**config.mk**
```make
export PLATFORM = sky130hd
export DESIGN_NAME = decode_exec_pipe_flat
export DESIGN_NICKNAME = d
export VERILOG_FILES = /design/src/rtl/decode_exec_pipe_if.sv /design/src/rtl/decode_exec_pipe.sv /design/src/flat_wrapper.sv
export SDC_FILE = /design/constraint.sdc
export NUM_CORES = 1
export LEC_CHECK = 0
export CORE_AREA = 2 2 357 359
export DETAILED_ROUTE_END_ITERATION = 7
export DIE_AREA = 0 0 359 361
export GPL_TIMING_DRIVEN = 1
export PLACE_DENSITY = 0.42
export REMOVE_ABC_BUFFERS = 1
export SETUP_SLACK_MARGIN = 0.5
export SYNTH_ARGS = -nofsm -noshare
export SYNTH_HDL_FRONTEND = slang
export SYNTH_SLANG_ARGS = --single-unit
export TNS_END_PERCENT = 50
```
**constraint.sdc**
```tcl
create_clock -name clk -period 2.5 [get_ports clk]
set_clock_uncertainty 0.1 [all_clocks]
set_input_delay 0.625 -clock clk [delete_from_list [all_inputs] [get_ports clk]]
set_output_delay 0.625 -clock clk [all_outputs]
set_load 0.02 [all_outputs]
```
**src/rtl/decode_exec_pipe_if.sv**
```systemverilog
// Decode -> E pipeline register bundle: D/d stage fields, downstream forward
// sources, hazard controls in; E register fields, load-use flag and stats out.
interface decode_exec_pipe_if #(parameter int DATA_W = 64);
  logic [3:0]        D_stat, D_icode, D_ifun;
  logic [DATA_W-1:0] D_valC, D_valP;
  logic [3:0]        d_srcA, d_srcB, d_dstE, d_dstM;
  logic [DATA_W-1:0] rf_valA, rf_valB;
  logic [3:0]        e_dstE, M_dstM, M_dstE, W_dstM, W_dstE;
  logic [DATA_W-1:0] e_valE, m_valM, M_valE, W_valM, W_valE;
  logic              E_stall, E_bubble;
  logic [3:0]        E_stat, E_icode, E_ifun;
  logic [DATA_W-1:0] E_valC, E_valA, E_valB;
  logic [3:0]        E_dstE, E_dstM, E_srcA, E_srcB;
  logic              load_use;
  logic [31:0]       fwd_count, bubble_count;

  modport master (
    output D_stat, D_icode, D_ifun, D_valC, D_valP,
           d_srcA, d_srcB, d_dstE, d_dstM, rf_valA, rf_valB,
           e_dstE, M_dstM, M_dstE, W_dstM, W_dstE,
           e_valE, m_valM, M_valE, W_valM, W_valE,
           E_stall, E_bubble,
    input  E_stat, E_icode, E_ifun, E_valC, E_valA, E_valB,
           E_dstE, E_dstM, E_srcA, E_srcB, load_use, fwd_count, bubble_count
  );

  modport slave (
    input  D_stat, D_icode, D_ifun, D_valC, D_valP,
           d_srcA, d_srcB, d_dstE, d_dstM, rf_valA, rf_valB,
           e_dstE, M_dstM, M_dstE, W_dstM, W_dstE,
           e_valE, m_valM, M_valE, W_valM, W_valE,
           E_stall, E_bubble,
    output E_stat, E_icode, E_ifun, E_valC, E_valA, E_valB,
           E_dstE, E_dstM, E_srcA, E_srcB, load_use, fwd_count, bubble_count
  );
endinterface

```
**src/rtl/decode_exec_pipe.sv**
```systemverilog
// Y86 decode back-end: operand forwarding, E pipeline register, load-use flag.
// Define DECODE_FWD_STATS_EN to build the saturating forward/bubble counters.
module decode_exec_pipe #(
  parameter int         DATA_W = 64,
  parameter logic [3:0] RNONE  = 4'hF
) (
  input logic               clk,
  input logic               rst_n,
  decode_exec_pipe_if.slave bus
);

  typedef struct packed {
    logic [3:0]        stat, icode, ifun;
    logic [DATA_W-1:0] valC, valA, valB;
    logic [3:0]        dstE, dstM, srcA, srcB;
  } ereg_t;

  localparam ereg_t BUBBLE = '{stat: 4'd1, icode: 4'd1, ifun: 4'd0,
                               valC: '0, valA: '0, valB: '0,
                               dstE: RNONE, dstM: RNONE, srcA: RNONE, srcB: RNONE};

  // Forward sources in priority order, index 0 highest.
  logic [4:0][3:0]        fdst;
  logic [4:0][DATA_W-1:0] fval;
  assign fdst = {bus.W_dstE, bus.W_dstM, bus.M_dstE, bus.M_dstM, bus.e_dstE};
  assign fval = {bus.W_valE, bus.W_valM, bus.M_valE, bus.m_valM, bus.e_valE};

  function automatic logic [DATA_W-1:0] fwd_val(input logic [3:0] src,
                                                input logic [DATA_W-1:0] rf);
    logic [DATA_W-1:0] v;
    v = rf;
    for (int i = 4; i >= 0; i--)
      if (src != RNONE && fdst[i] == src) v = fval[i];
    return v;
  endfunction

  logic [DATA_W-1:0] d_valA, d_valB;
  logic              use_valp;
  assign use_valp = (bus.D_icode == 4'h8) || (bus.D_icode == 4'h7);
  assign d_valA   = use_valp ? bus.D_valP : fwd_val(bus.d_srcA, bus.rf_valA);
  assign d_valB   = fwd_val(bus.d_srcB, bus.rf_valB);

  ereg_t e_q, e_d;
  always_comb begin
    e_d = '{stat: bus.D_stat, icode: bus.D_icode, ifun: bus.D_ifun,
            valC: bus.D_valC, valA: d_valA, valB: d_valB,
            dstE: bus.d_dstE, dstM: bus.d_dstM, srcA: bus.d_srcA, srcB: bus.d_srcB};
  end

  always_ff @(posedge clk) begin
    if (!rst_n)             e_q <= BUBBLE;
    else if (!bus.E_stall) begin
      if (bus.E_bubble)     e_q <= BUBBLE;
      else                  e_q <= e_d;
    end
  end

  assign bus.E_stat  = e_q.stat;
  assign bus.E_icode = e_q.icode;
  assign bus.E_ifun  = e_q.ifun;
  assign bus.E_valC  = e_q.valC;
  assign bus.E_valA  = e_q.valA;
  assign bus.E_valB  = e_q.valB;
  assign bus.E_dstE  = e_q.dstE;
  assign bus.E_dstM  = e_q.dstM;
  assign bus.E_srcA  = e_q.srcA;
  assign bus.E_srcB  = e_q.srcB;

  // Only loads and pops produce a value late enough to need a stall.
  assign bus.load_use = ((e_q.icode == 4'h5) || (e_q.icode == 4'hB)) &&
                        (e_q.dstM != RNONE) &&
                        ((e_q.dstM == bus.d_srcA) || (e_q.dstM == bus.d_srcB));

`ifdef DECODE_FWD_STATS_EN
  function automatic logic fwd_hit(input logic [3:0] src);
    logic h;
    h = 1'b0;
    for (int i = 0; i < 5; i++)
      if (src != RNONE && fdst[i] == src) h = 1'b1;
    return h;
  endfunction

  logic        any_fwd;
  logic [31:0] fwd_cnt, bub_cnt;
  // valP selection on CALL/JXX is not a forward, so srcA hits are masked there.
  assign any_fwd = (!use_valp && fwd_hit(bus.d_srcA)) || fwd_hit(bus.d_srcB);

  always_ff @(posedge clk) begin
    if (!rst_n) begin
      fwd_cnt <= '0;
      bub_cnt <= '0;
    end else if (!bus.E_stall) begin
      if (bus.E_bubble) begin
        if (bub_cnt != '1) bub_cnt <= bub_cnt + 32'd1;
      end else if (any_fwd && fwd_cnt != '1) begin
        fwd_cnt <= fwd_cnt + 32'd1;
      end
    end
  end

  assign bus.fwd_count    = fwd_cnt;
  assign bus.bubble_count = bub_cnt;
`else
  assign bus.fwd_count    = 32'd0;
  assign bus.bubble_count = 32'd0;
`endif

endmodule

```
**src/flat_wrapper.sv**
```systemverilog
// flat-port wrapper written by rule: the top's interface ports become plain ports
module decode_exec_pipe_flat 
#(
  parameter int         DATA_W = 64,
  parameter logic [3:0] RNONE  = 4'hF
)
  (clk, rst_n, bus_D_stat, bus_D_icode, bus_D_ifun, bus_D_valC, bus_D_valP, bus_d_srcA, bus_d_srcB, bus_d_dstE, bus_d_dstM, bus_rf_valA, bus_rf_valB, bus_e_dstE, bus_M_dstM, bus_M_dstE, bus_W_dstM, bus_W_dstE, bus_e_valE, bus_m_valM, bus_M_valE, bus_W_valM, bus_W_valE, bus_E_stall, bus_E_bubble, bus_E_stat, bus_E_icode, bus_E_ifun, bus_E_valC, bus_E_valA, bus_E_valB, bus_E_dstE, bus_E_dstM, bus_E_srcA, bus_E_srcB, bus_load_use, bus_fwd_count, bus_bubble_count);
  decode_exec_pipe_if #(.DATA_W(DATA_W)) bus_i ();
  input logic clk;
  input logic rst_n;
  input wire logic [$bits(bus_i.D_stat)-1:0] bus_D_stat;
  input wire logic [$bits(bus_i.D_icode)-1:0] bus_D_icode;
  input wire logic [$bits(bus_i.D_ifun)-1:0] bus_D_ifun;
  input wire logic [$bits(bus_i.D_valC)-1:0] bus_D_valC;
  input wire logic [$bits(bus_i.D_valP)-1:0] bus_D_valP;
  input wire logic [$bits(bus_i.d_srcA)-1:0] bus_d_srcA;
  input wire logic [$bits(bus_i.d_srcB)-1:0] bus_d_srcB;
  input wire logic [$bits(bus_i.d_dstE)-1:0] bus_d_dstE;
  input wire logic [$bits(bus_i.d_dstM)-1:0] bus_d_dstM;
  input wire logic [$bits(bus_i.rf_valA)-1:0] bus_rf_valA;
  input wire logic [$bits(bus_i.rf_valB)-1:0] bus_rf_valB;
  input wire logic [$bits(bus_i.e_dstE)-1:0] bus_e_dstE;
  input wire logic [$bits(bus_i.M_dstM)-1:0] bus_M_dstM;
  input wire logic [$bits(bus_i.M_dstE)-1:0] bus_M_dstE;
  input wire logic [$bits(bus_i.W_dstM)-1:0] bus_W_dstM;
  input wire logic [$bits(bus_i.W_dstE)-1:0] bus_W_dstE;
  input wire logic [$bits(bus_i.e_valE)-1:0] bus_e_valE;
  input wire logic [$bits(bus_i.m_valM)-1:0] bus_m_valM;
  input wire logic [$bits(bus_i.M_valE)-1:0] bus_M_valE;
  input wire logic [$bits(bus_i.W_valM)-1:0] bus_W_valM;
  input wire logic [$bits(bus_i.W_valE)-1:0] bus_W_valE;
  input wire logic [$bits(bus_i.E_stall)-1:0] bus_E_stall;
  input wire logic [$bits(bus_i.E_bubble)-1:0] bus_E_bubble;
  output wire logic [$bits(bus_i.E_stat)-1:0] bus_E_stat;
  output wire logic [$bits(bus_i.E_icode)-1:0] bus_E_icode;
  output wire logic [$bits(bus_i.E_ifun)-1:0] bus_E_ifun;
  output wire logic [$bits(bus_i.E_valC)-1:0] bus_E_valC;
  output wire logic [$bits(bus_i.E_valA)-1:0] bus_E_valA;
  output wire logic [$bits(bus_i.E_valB)-1:0] bus_E_valB;
  output wire logic [$bits(bus_i.E_dstE)-1:0] bus_E_dstE;
  output wire logic [$bits(bus_i.E_dstM)-1:0] bus_E_dstM;
  output wire logic [$bits(bus_i.E_srcA)-1:0] bus_E_srcA;
  output wire logic [$bits(bus_i.E_srcB)-1:0] bus_E_srcB;
  output wire logic [$bits(bus_i.load_use)-1:0] bus_load_use;
  output wire logic [$bits(bus_i.fwd_count)-1:0] bus_fwd_count;
  output wire logic [$bits(bus_i.bubble_count)-1:0] bus_bubble_count;
  assign bus_i.D_stat = bus_D_stat;
  assign bus_i.D_icode = bus_D_icode;
  assign bus_i.D_ifun = bus_D_ifun;
  assign bus_i.D_valC = bus_D_valC;
  assign bus_i.D_valP = bus_D_valP;
  assign bus_i.d_srcA = bus_d_srcA;
  assign bus_i.d_srcB = bus_d_srcB;
  assign bus_i.d_dstE = bus_d_dstE;
  assign bus_i.d_dstM = bus_d_dstM;
  assign bus_i.rf_valA = bus_rf_valA;
  assign bus_i.rf_valB = bus_rf_valB;
  assign bus_i.e_dstE = bus_e_dstE;
  assign bus_i.M_dstM = bus_M_dstM;
  assign bus_i.M_dstE = bus_M_dstE;
  assign bus_i.W_dstM = bus_W_dstM;
  assign bus_i.W_dstE = bus_W_dstE;
  assign bus_i.e_valE = bus_e_valE;
  assign bus_i.m_valM = bus_m_valM;
  assign bus_i.M_valE = bus_M_valE;
  assign bus_i.W_valM = bus_W_valM;
  assign bus_i.W_valE = bus_W_valE;
  assign bus_i.E_stall = bus_E_stall;
  assign bus_i.E_bubble = bus_E_bubble;
  assign bus_E_stat = bus_i.E_stat;
  assign bus_E_icode = bus_i.E_icode;
  assign bus_E_ifun = bus_i.E_ifun;
  assign bus_E_valC = bus_i.E_valC;
  assign bus_E_valA = bus_i.E_valA;
  assign bus_E_valB = bus_i.E_valB;
  assign bus_E_dstE = bus_i.E_dstE;
  assign bus_E_dstM = bus_i.E_dstM;
  assign bus_E_srcA = bus_i.E_srcA;
  assign bus_E_srcB = bus_i.E_srcB;
  assign bus_load_use = bus_i.load_use;
  assign bus_fwd_count = bus_i.fwd_count;
  assign bus_bubble_count = bus_i.bubble_count;
  decode_exec_pipe #(.DATA_W(DATA_W), .RNONE(RNONE)) u_core (.clk(clk), .rst_n(rst_n), .bus(bus_i));
endmodule
```
==> impl_metrics.json, run 1 <==
{
  "grt_pass1_vias": 26869,
  "rr_startpoint": "u_core.bus.E_valA[12]$_SDFFE_PN0N_",
  "drtIter0Drc": 2635,
  "die_h_um": 361,
  "ir_drop_mv": 0.368,
  "syn_inst": 2484,
  "grt_pass1_wl_um": 228000,
  "drc": 0,
  "setup-violations-final": 0,
  "via_count": 27137,
  "crit_family": "flip-flops",
  "cts_htree_levels": 2,
  "arrival_ns": 1.63,
  "seq_area_frac_synth": 0.239,
  "avgSynthCellArea_um2": 7.42,
  "drv_slew": 0,
  "clkLatencyLatePin_ns": 0.60,
  "pwr-share-clk": 0.312,
  "status": "complete, no violations",
  "initial_utilization": 0.147,
  "r2r-end": "u_core.bus.E_valA[12]$_SDFFE_PN0N_",
  "rows": 130,
  "pwr-share-seq": 0.227,
  "dpl.cell_count": 4947,
  "combinationalPowerShare": 0.461,
  "fin_nets": 4106,
  "async_reset_ff_frac": 0,
  "gp_congestion": 0.897,
  "clk_pin_slew_ns": 0.06,
  "first_pass_iters": 7,
  "finalCritPeriodShare": 0.942,
  "grt_antenna_before_repair": 55,
  "rsz0062_at_grt": "yes",
  "cts.sink_count": 220,
  "synth_area_leaders": "dfxtp_1 24%, a211oi_1 7.8%, nand3_1 5.2%",
  "switching_share": 0.389,
  "ys.flop_type": "dfxtp_1",
  "switching_power_w": 0.00661,
  "synth_area_mm2": 0.0184,
  "ff2ff_setup_slack_ns": 1.22,
  "drive_gt1_frac": 0.294,
  "wl_per_cell_um": 33.1,
  "cts_tree": "built",
  "dpl-instance-area_mm2": 0.0309,
  "yosysMostFrequentCell": "clkbuf_1",
  "synth-seq-cells": 220,
  "io-pin-count": 913,
  "cp_slowest_cell": "dfxtp_2",
  "path_class": "reg -> out",
  "io_buffer_count": 848,
  "postRouteAntennaNets": 0,
  "fmax_ghz": 0.425,
  "post-route-min-period_ns": 2.35,
  "cp_max_fo": 3,
  "final_core_util": 0.310,
  "synth_cell_type_count": 46,
  "synth-warning-count": 0,
  "whs_path_depth": 4,
  "grt_util_all_layers": 0.248,
  "reg2reg_depth": 5,
  "areaGrowthSynthToFinish_pct": 111,
  "worst-path-buf-inv": 2,
  "overflow": 0,
  "cts_root_buf": "clkbuf_16",
  "cp.required_ns": 1.77,
  "hp-start": "bus_d_srcA[2]",
  "clockBufferDepth": 3,
  "viasPerCell": 5.23,
  "routed_wl_um": 172000,
  "final-instance-count-excl-fill": 5187,
  "fp.dieArea_mm2": 0.130,
  "critPathCaptureType": "primary output",
  "drv_cap": 0,
  "p_per_area_mw_per_mm2": 438,
  "grt_max_degree": 76,
  "min_to": "u_core.bus.E_srcA[2]$_SDFFE_PN1N_",
  "stdcell_area_mm2": 0.0388,
  "synth_top_area_share": 0.239,
  "core_mm2": 0.125,
  "power.internal_w": 0.0104,
  "min_path_type": "in -> reg",
  "yosys-top-cells-count": "239 x clkbuf_1, 220 x dfxtp_1, 193 x nand3_1",
  "fillers": 13141,
  "worstMarginPinSlew_ns": 0.750,
  "synth_edf_count": 0,
  "relSlewSlack": 0.500,
  "synth_area_leader_cell": "dfxtp_1",
  "p_leak_nw": 16.3,
  "hpwl_um": 113000,
  "start_kind": "flip-flop",
  "slowest_delay_ns": 0.32,
  "die_w_um": 359,
  "hold_violations": 0,
  "numCtsBuffers": 36,
  "crit_chain": "nor2_1, nand2_1, o21ai_1, buf_4, nand3_2, a21oi_2, buf_6"
}
## sequential cells by signal (all words and copies together), names as in the netlist
name,flops
u_core.bus.E_dstE,4
u_core.bus.E_ifun,4
u_core.bus.E_dstM,4
u_core.bus.E_valC,64
u_core.bus.E_valB,64
u_core.bus.E_srcB,4
u_core.bus.E_valA,64
u_core.bus.E_stat,4
u_core.bus.E_srcA,4
u_core.bus.E_icode,4
## power by group through the flow
stage / combinational, W / sequential, W / clock (W)
after floorplan: 0.00183 / 0.00411 / 0
after global placement: 0.00577 / 0.00393 / 0
after detailed placement: 0.00574 / 0.00393 / 0
after CTS: 0.00703 / 0.00386 / 0.00548
after global routing: 0.00806 / 0.00387 / 0.00556
final: 0.00783 / 0.00386 / 0.00531
## cell usage in the layout, fill, tap and decap left out, types with 74 or more instances in the layout
cell type,instances
dfxtp_1,205
buf_16,77
nor2b_1,74
dlymetal6s2s_1,140
buf_4,193
and3_1,118
nand3_1,192
a211oi_1,80
clkdlybuf4s50_1,593
o21a_1,128
nand2_1,148
o22ai_1,78
a211oi_2,96
buf_12,112
a21boi_0,95
a22oi_1,74
## cell families (layout without fill, tap and decap cells)
group,after synthesis,after routing,share of synthesized area
DFF,220,220,0.239
other,1,99,0.000203
buffers and inverters,452,1407,0.114
and+or+nand+nor,765,765,0.222
xor gates and xnor gates,48,48,0.0228
AOI/OAI and AO/OA,998,998,0.402
## area by class of cell
type	count	area, um^2	share of cell area
Inverter	65	244	0.00628
Multi-Input combinational cell	1875	15800	0.408
Clock buffer	46	958	0.0247
Timing Repair Buffer	1280	15000	0.387
Tap cell	1650	2060	0.0532
Sequential cell	220	4420	0.114
Clock inverter	16	200	0.00516
Antenna cell	35	87.6	0.00226
## stage by stage
stage	power (W)	TNS [ns]	hold WS [ns]	worst slack, ns
2_1_floorplan	0.00594	-654.44	0.436	-4.86
3_3_place_gp	0.00970	-69.47	0.344	-0.692
3_5_place_dp	0.00967	-71.15	0.339	-0.726
4_1_cts	0.0164	0	0.307	0.0423
5_1_grt	0.0175	-0.0129	0.280	-0.0129
6_report	0.0170	0	0.298	0.146
## what timing repair did
action,4_1_cts,5_1_grt
cloned,60,3
gates resized for setup,716,681
endpoints found under the setup margin,349,283
hold buffers,0,0
pin swaps,116,302
buffers inserted,76,4
## metal layers
metal | track usage | share of wire | vias up | wire [um]
met5 | 0 | 0.00054 | - | 92
met4 | 0.151 | 0.068 | 14 | 11600
met3 | 0.0735 | 0.091 | 516 | 15600
met2 | 0.413 | 0.47 | 1919 | 81400
met1 | 0.280 | 0.37 | 13227 | 62900
li1 | - | - | 11461 | -
## worst max-delay path by stage
stage	start	to	slack [ns]	cells after the start
final	u_core.bus.E_icode[3]$_SDFFE_PN0N_	bus_load_use	0.15	7
after global routing	u_core.bus.E_icode[3]$_SDFFE_PN0N_	bus_load_use	-0.01	7
after CTS	u_core.bus.E_icode[1]$_SDFFE_PN0N_	bus_load_use	0.04	7
after detailed placement	bus_d_srcA[2]	u_core.bus.E_valA[3]$_SDFFE_PN0N_	-0.73	8
after global placement	bus_d_srcA[2]	u_core.bus.E_valA[3]$_SDFFE_PN0N_	-0.69	8
after floorplan	bus_d_srcA[1]	u_core.bus.E_valA[62]$_SDFFE_PN0N_	-4.86	5
## worst register-to-register path, stage by stage (launching register included)
cell	delay (ns)
dfxtp_2	0.36
nand2_1	0.09
o311ai_0	0.13
buf_4	0.16
a211oi_1	0.20
a211oi_1	0.10
Power figures use the tool's default switching activity.
==> inputs of run 2 (changes only) <==
- TNS_END_PERCENT: 50 -> 5
==> impl_metrics.json, run 2 (synthesized netlist as in run 1, its figures left out) <==
{
  "drtIter0Drc": 2394,
  "io-pin-count": 913,
  "crit_family": "flip-flops",
  "cp_max_fo": 3,
  "pwr-share-seq": 0.235,
  "gp_congestion": 0.897,
  "clk_pin_slew_ns": 0.06,
  "grt_max_degree": 76,
  "fmax_ghz": 0.421,
  "slowest_delay_ns": 0.32,
  "postRouteAntennaNets": 0,
  "first_pass_iters": 6,
  "core_mm2": 0.125,
  "path_class": "reg -> out",
  "initial_utilization": 0.147,
  "areaGrowthSynthToFinish_pct": 99.9,
  "crit_chain": "nor2_1, nand2_1, o21ai_1, buf_4, nand3_2, a21oi_2, buf_6",
  "p_per_area_mw_per_mm2": 446,
  "fp.dieArea_mm2": 0.130,
  "clockBufferDepth": 3,
  "dpl-instance-area_mm2": 0.0309,
  "start_kind": "flip-flop",
  "switching_share": 0.386,
  "setup_slack_ns": 0.122,
  "cts_hold_buf": 0,
  "fillers": 13333,
  "clkLatencyLatePin_ns": 0.60,
  "dp_slack_ns": -0.726,
  "via_count": 26749,
  "cp_slowest_cell": "dfxtp_2",
  "hold_violations": 0,
  "grt_pass1_wl_um": 213000,
  "die_h_um": 361,
  "final_common_cell": "clkdlybuf4s50_1",
  "fin_nets": 4069,
  "drv_cap": 0,
  "cts.sink_count": 220,
  "final_core_util": 0.294,
  "power.internal_w": 0.0101,
  "drive_gt1_frac": 0.253,
  "grt_util_all_layers": 0.230,
  "status": "complete, no violations",
  "numCtsBuffers": 36,
  "ir_drop_mv": 0.401,
  "arrival_ns": 1.65,
  "final_cell_mix": "593 x clkdlybuf4s50_1, 205 x dfxtp_1, 198 x buf_4",
  "rows": 130,
  "drc": 0,
  "viasPerCell": 5.19,
  "cts_htree_levels": 2,
  "min_path_type": "in -> reg",
  "critPathCaptureType": "primary output",
  "cts_tree": "built",
  "overflow": 0,
  "rsz0062_at_grt": "yes",
  "p_leak_nw": 15.9,
  "drv_slew": 0,
  "grt_pass1_vias": 25777,
  "hpwl_um": 113000,
  "cp.required_ns": 1.77,
  "wl_per_cell_um": 32.0,
  "power_w": 0.0164,
  "die_w_um": 359,
  "worst-path-buf-inv": 2,
  "switching_power_w": 0.00633,
  "combinationalPowerShare": 0.441,
  "pwr-share-clk": 0.324,
  "setup-violations-final": 0,
  "io_buffer_count": 848,
  "routed_wl_um": 165000,
  "cts_root_buf": "clkbuf_16",
  "relSlewSlack": 0.502,
  "stdcell_area_mm2": 0.0368,
  "worstMarginPinSlew_ns": 0.746,
  "finalCritPeriodShare": 0.951,
  "grt_antenna_before_repair": 60,
  "post-route-min-period_ns": 2.38
}
-- run 2: changes by cell type in the layout (fill, tap and decap cells not counted), sizes merged --
cell	change
bufbuf	-2
dlygate4sd2	+1
dlymetal6s2s	+5
clkbuf	+61
buf	-102
diode	+8
-- run 2: tightest hold or removal path, stage by stage --
cell and delay [ns]:
buf_6 0.11, buf_4 0.11, o22ai_1 0.06, nand2_1 0.06
-- run 2: final cells by class --
type                    count  area [um^2]  share of cell area
flip-flops and latches    220         4420               0.120
repair buffers           1243        14100               0.382
clock buffers              46          958              0.0260
clock inverters            16          200             0.00543
diodes                     43          108             0.00292
inverters                  65          244             0.00662
well taps                1650         2060              0.0560
multi-input cells        1875        14800               0.401
-- run 2: stage by stage --
step | setup TNS (ns) | hold slack, ns | std cells
after floorplan | -654.44 | 0.436 | 2160
after global placement | -69.47 | 0.344 | 4947
after detailed placement | -71.15 | 0.339 | 4947
after CTS | 0 | 0.308 | 5064
after global routing | -0.0299 | 0.270 | 5150
final | 0 | 0.294 | 5158
-- run 2: worst paths after layout --
check / startpoint / endpoint / slack (ns) / cells past startpoint
min reg2reg: u_core.bus.E_valB[49]$_SDFFE_PN0N_ / u_core.bus.E_valB[49]$_SDFFE_PN0N_ / 0.34 / 2
max reg2reg: u_core.bus.E_valA[12]$_SDFFE_PN0N_ / u_core.bus.E_valA[12]$_SDFFE_PN0N_ / 1.18 / 5
max: u_core.bus.E_icode[3]$_SDFFE_PN0N_ / bus_load_use / 0.12 / 7
min: bus_d_srcA[2] / u_core.bus.E_srcA[2]$_SDFFE_PN1N_ / 0.29 / 4
-- run 2: per-layer routing --
layer | share of wire | routed length [um] | track usage | vias up
met3 | 0.096 | 15800 | 0.0600 | 502
met1 | 0.37 | 60700 | 0.265 | 12927
met2 | 0.47 | 78200 | 0.391 | 1885
met5 | 0.00092 | 152 | 0 | -
li1 | - | - | - | 11413
met4 | 0.063 | 10300 | 0.121 | 22
-- run 2: repair_timing --
item | CTS | global route
setup buffers | 25 | 36
resized for setup | 227 | 789
cloned | 30 | 15
endpoints found under the setup margin | 349 | 339
pin swaps | 14 | 262
-- run 2: power groups by stage --
stage | Clock [W] | Sequential (W) | Combinational (W)
CTS | 0.00548 | 0.00386 | 0.00626
global route | 0.00557 | 0.00387 | 0.00748
global placement | 0 | 0.00393 | 0.00577
floorplan | 0 | 0.00411 | 0.00183
detailed placement | 0 | 0.00393 | 0.00574
finish | 0.00533 | 0.00386 | 0.00724
==> inputs of run 3 (changes only) <==
- CORE_AREA: 2 2 357 359 -> 2 2 354 356
- DIE_AREA: 0 0 359 361 -> 0 0 356 358
- DONT_BUFFER_PORTS: default -> 1
- PLACE_DENSITY: 0.42 -> 0.32
==> impl_metrics.json, run 3 (synthesized netlist as in run 1, its figures left out) <==
{
  "core_mm2": 0.123,
  "drv_slew": 0,
  "final_cell_mix": "213 x dfxtp_1, 193 x nand3_1, 192 x a211oi_1",
  "rows": 129,
  "worstMarginPinSlew_ns": 0.827,
  "cp_slowest_cell": "dfxtp_4",
  "fp.dieArea_mm2": 0.127,
  "stdcell_area_mm2": 0.0224,
  "drive_gt1_frac": 0.101,
  "io-pin-count": 913,
  "multi_input_area_mm2": 0.0124,
  "fin_setup_tns_ns": 0,
  "path_class": "reg -> out",
  "crit_chain": "nand2_2, o21ai_2, nand3_1, a21oi_2, buf_6",
  "initial_utilization": 0.149,
  "slowest_delay_ns": 0.43,
  "status": "complete, no violations",
  "pwr-share-clk": 0.406,
  "crit_family": "flip-flops",
  "grt_pass1_wl_um": 179000,
  "post-route-min-period_ns": 2.40,
  "switching_share": 0.393,
  "worstSetupStartpoint": "u_core.bus.E_icode[3]$_SDFFE_PN0N_",
  "fillers": 13998,
  "final_core_util": 0.182,
  "power_w": 0.0129,
  "hold_violations": 0,
  "hp-start": "bus_d_srcB[3]",
  "post_cts_buffers": 0,
  "pwr-share-seq": 0.324,
  "combinationalPowerShare": 0.270,
  "power.internal_w": 0.00785,
  "cp.required_ns": 1.77,
  "rsz0062_at_grt": "yes",
  "cts_root_buf": "clkbuf_16",
  "grt_pass1_vias": 20755,
  "cp_max_fo": 4,
  "dpl-instance-area_mm2": 0.0210,
  "viasPerCell": 5.20,
  "critPathCaptureType": "primary output",
  "hold_ws_ns": 0.0660,
  "cts_htree_levels": 2,
  "grt_util_all_layers": 0.197,
  "final_common_cell": "dfxtp_1",
  "drc": 0,
  "start_kind": "flip-flop",
  "fin_nets": 2978,
  "numCtsBuffers": 36,
  "clkLatencyLatePin_ns": 0.60,
  "regArea_mm2": 0.00442,
  "gp_congestion": 0.832,
  "drv_cap": 0,
  "arrival_ns": 1.68,
  "routed_wl_um": 133000,
  "via_count": 21070,
  "worst-path-buf-inv": 1,
  "postRouteAntennaNets": 0,
  "p_leak_nw": 7.83,
  "io_buffer_count": 0,
  "relSlewSlack": 0.449,
  "grt_antenna_before_repair": 62,
  "first_pass_iters": 5,
  "grt_max_degree": 80,
  "p_per_area_mw_per_mm2": 577,
  "rr_startpoint": "u_core.bus.E_valA[24]$_SDFFE_PN0N_",
  "finalCritPeriodShare": 0.961,
  "drtIter0Drc": 1835,
  "setup-violations-final": 0,
  "cts_tree": "built",
  "switching_power_w": 0.00507,
  "clockBufferDepth": 3,
  "clk_pin_slew_ns": 0.06,
  "wl_per_cell_um": 32.9,
  "min_path_type": "in -> reg",
  "die_w_um": 356,
  "ir_drop_mv": 0.397,
  "hpwl_um": 99000,
  "overflow": 0,
  "cts.sink_count": 220,
  "areaGrowthSynthToFinish_pct": 21.5,
  "die_h_um": 358,
  "fmax_ghz": 0.416
}
run 3: changes by cell type in the layout (fill, tap and decap cells not counted), moves of 36 or more:
| cell | before | now |
|---|---|---|
| a211oi_1 | 116 | 192 |
| a211oi_2 | 73 | 0 |
| buf_12 | 108 | 70 |
| buf_16 | 44 | 0 |
| buf_4 | 198 | 72 |
| buf_6 | 37 | 1 |
| clkbuf_2 | 65 | 0 |
| clkdlybuf4s50_1 | 593 | 0 |
| dlymetal6s2s_1 | 145 | 0 |
| o32ai_1 | 10 | 64 |
| o32ai_4 | 37 | 0 |
run 3: worst paths after layout:
path	to	slack (ns)	cells past startpoint
min	u_core.bus.E_srcB[3]$_SDFFE_PN1N_	0.07	2
max	bus_load_use	0.1	5
min reg2reg	u_core.bus.E_valB[22]$_SDFFE_PN0N_	0.48	2
max reg2reg	u_core.bus.E_valA[24]$_SDFFE_PN0N_	0.98	4
run 3: layout make-up:
type	instances	area share
clock inverters	15	0.00727
well taps	1637	0.0915
repair buffers	152	0.0913
diodes	45	0.00503
inverters	65	0.0109
clock buffers	46	0.0442
multi-input cells	1875	0.552
flip-flops and latches	220	0.198
run 3: worst register-to-register path, delay by kind of cell, from the launching register on:
kind / cells / cell delay, ns
flops: 1 / 0.69
compound gates: 3 / 0.51
simple gates: 1 / 0.13
run 3: what timing repair did:
item,4_1_cts,5_1_grt
endpoints found under the setup margin,10,13
gates resized for setup,11,7
hold buffers,9,0
hold endpoints to repair,18,0
pin swaps,0,3
run 3: stage by stage:
stage / setup WS, ns / cells
6_report: 0.0976 / 4055
5_1_grt: 0.0112 / 4049
4_1_cts: 0.0427 / 4010
3_5_place_dp: -0.178 / 3940
3_3_place_gp: -0.197 / 3940
2_1_floorplan: -4.86 / 2160
run 3: power by group through the flow:
stage	sequential [W]	clock, W	combinational, W
2_1_floorplan	0.00411	0	0.00183
3_3_place_gp	0.00427	0	0.00346
3_5_place_dp	0.00426	0	0.00344
4_1_cts	0.00419	0.00543	0.00347
5_1_grt	0.00421	0.00553	0.00370
6_report	0.00418	0.00525	0.00349
run 3: metal layers:
layer | routed length [um] | track usage | vias up
met5 | 131 | 0 | -
met4 | 5550 | 0.0835 | 20
met3 | 13000 | 0.0637 | 264
met2 | 64000 | 0.332 | 1225
met1 | 50700 | 0.229 | 10391
li1 | - | - | 9170
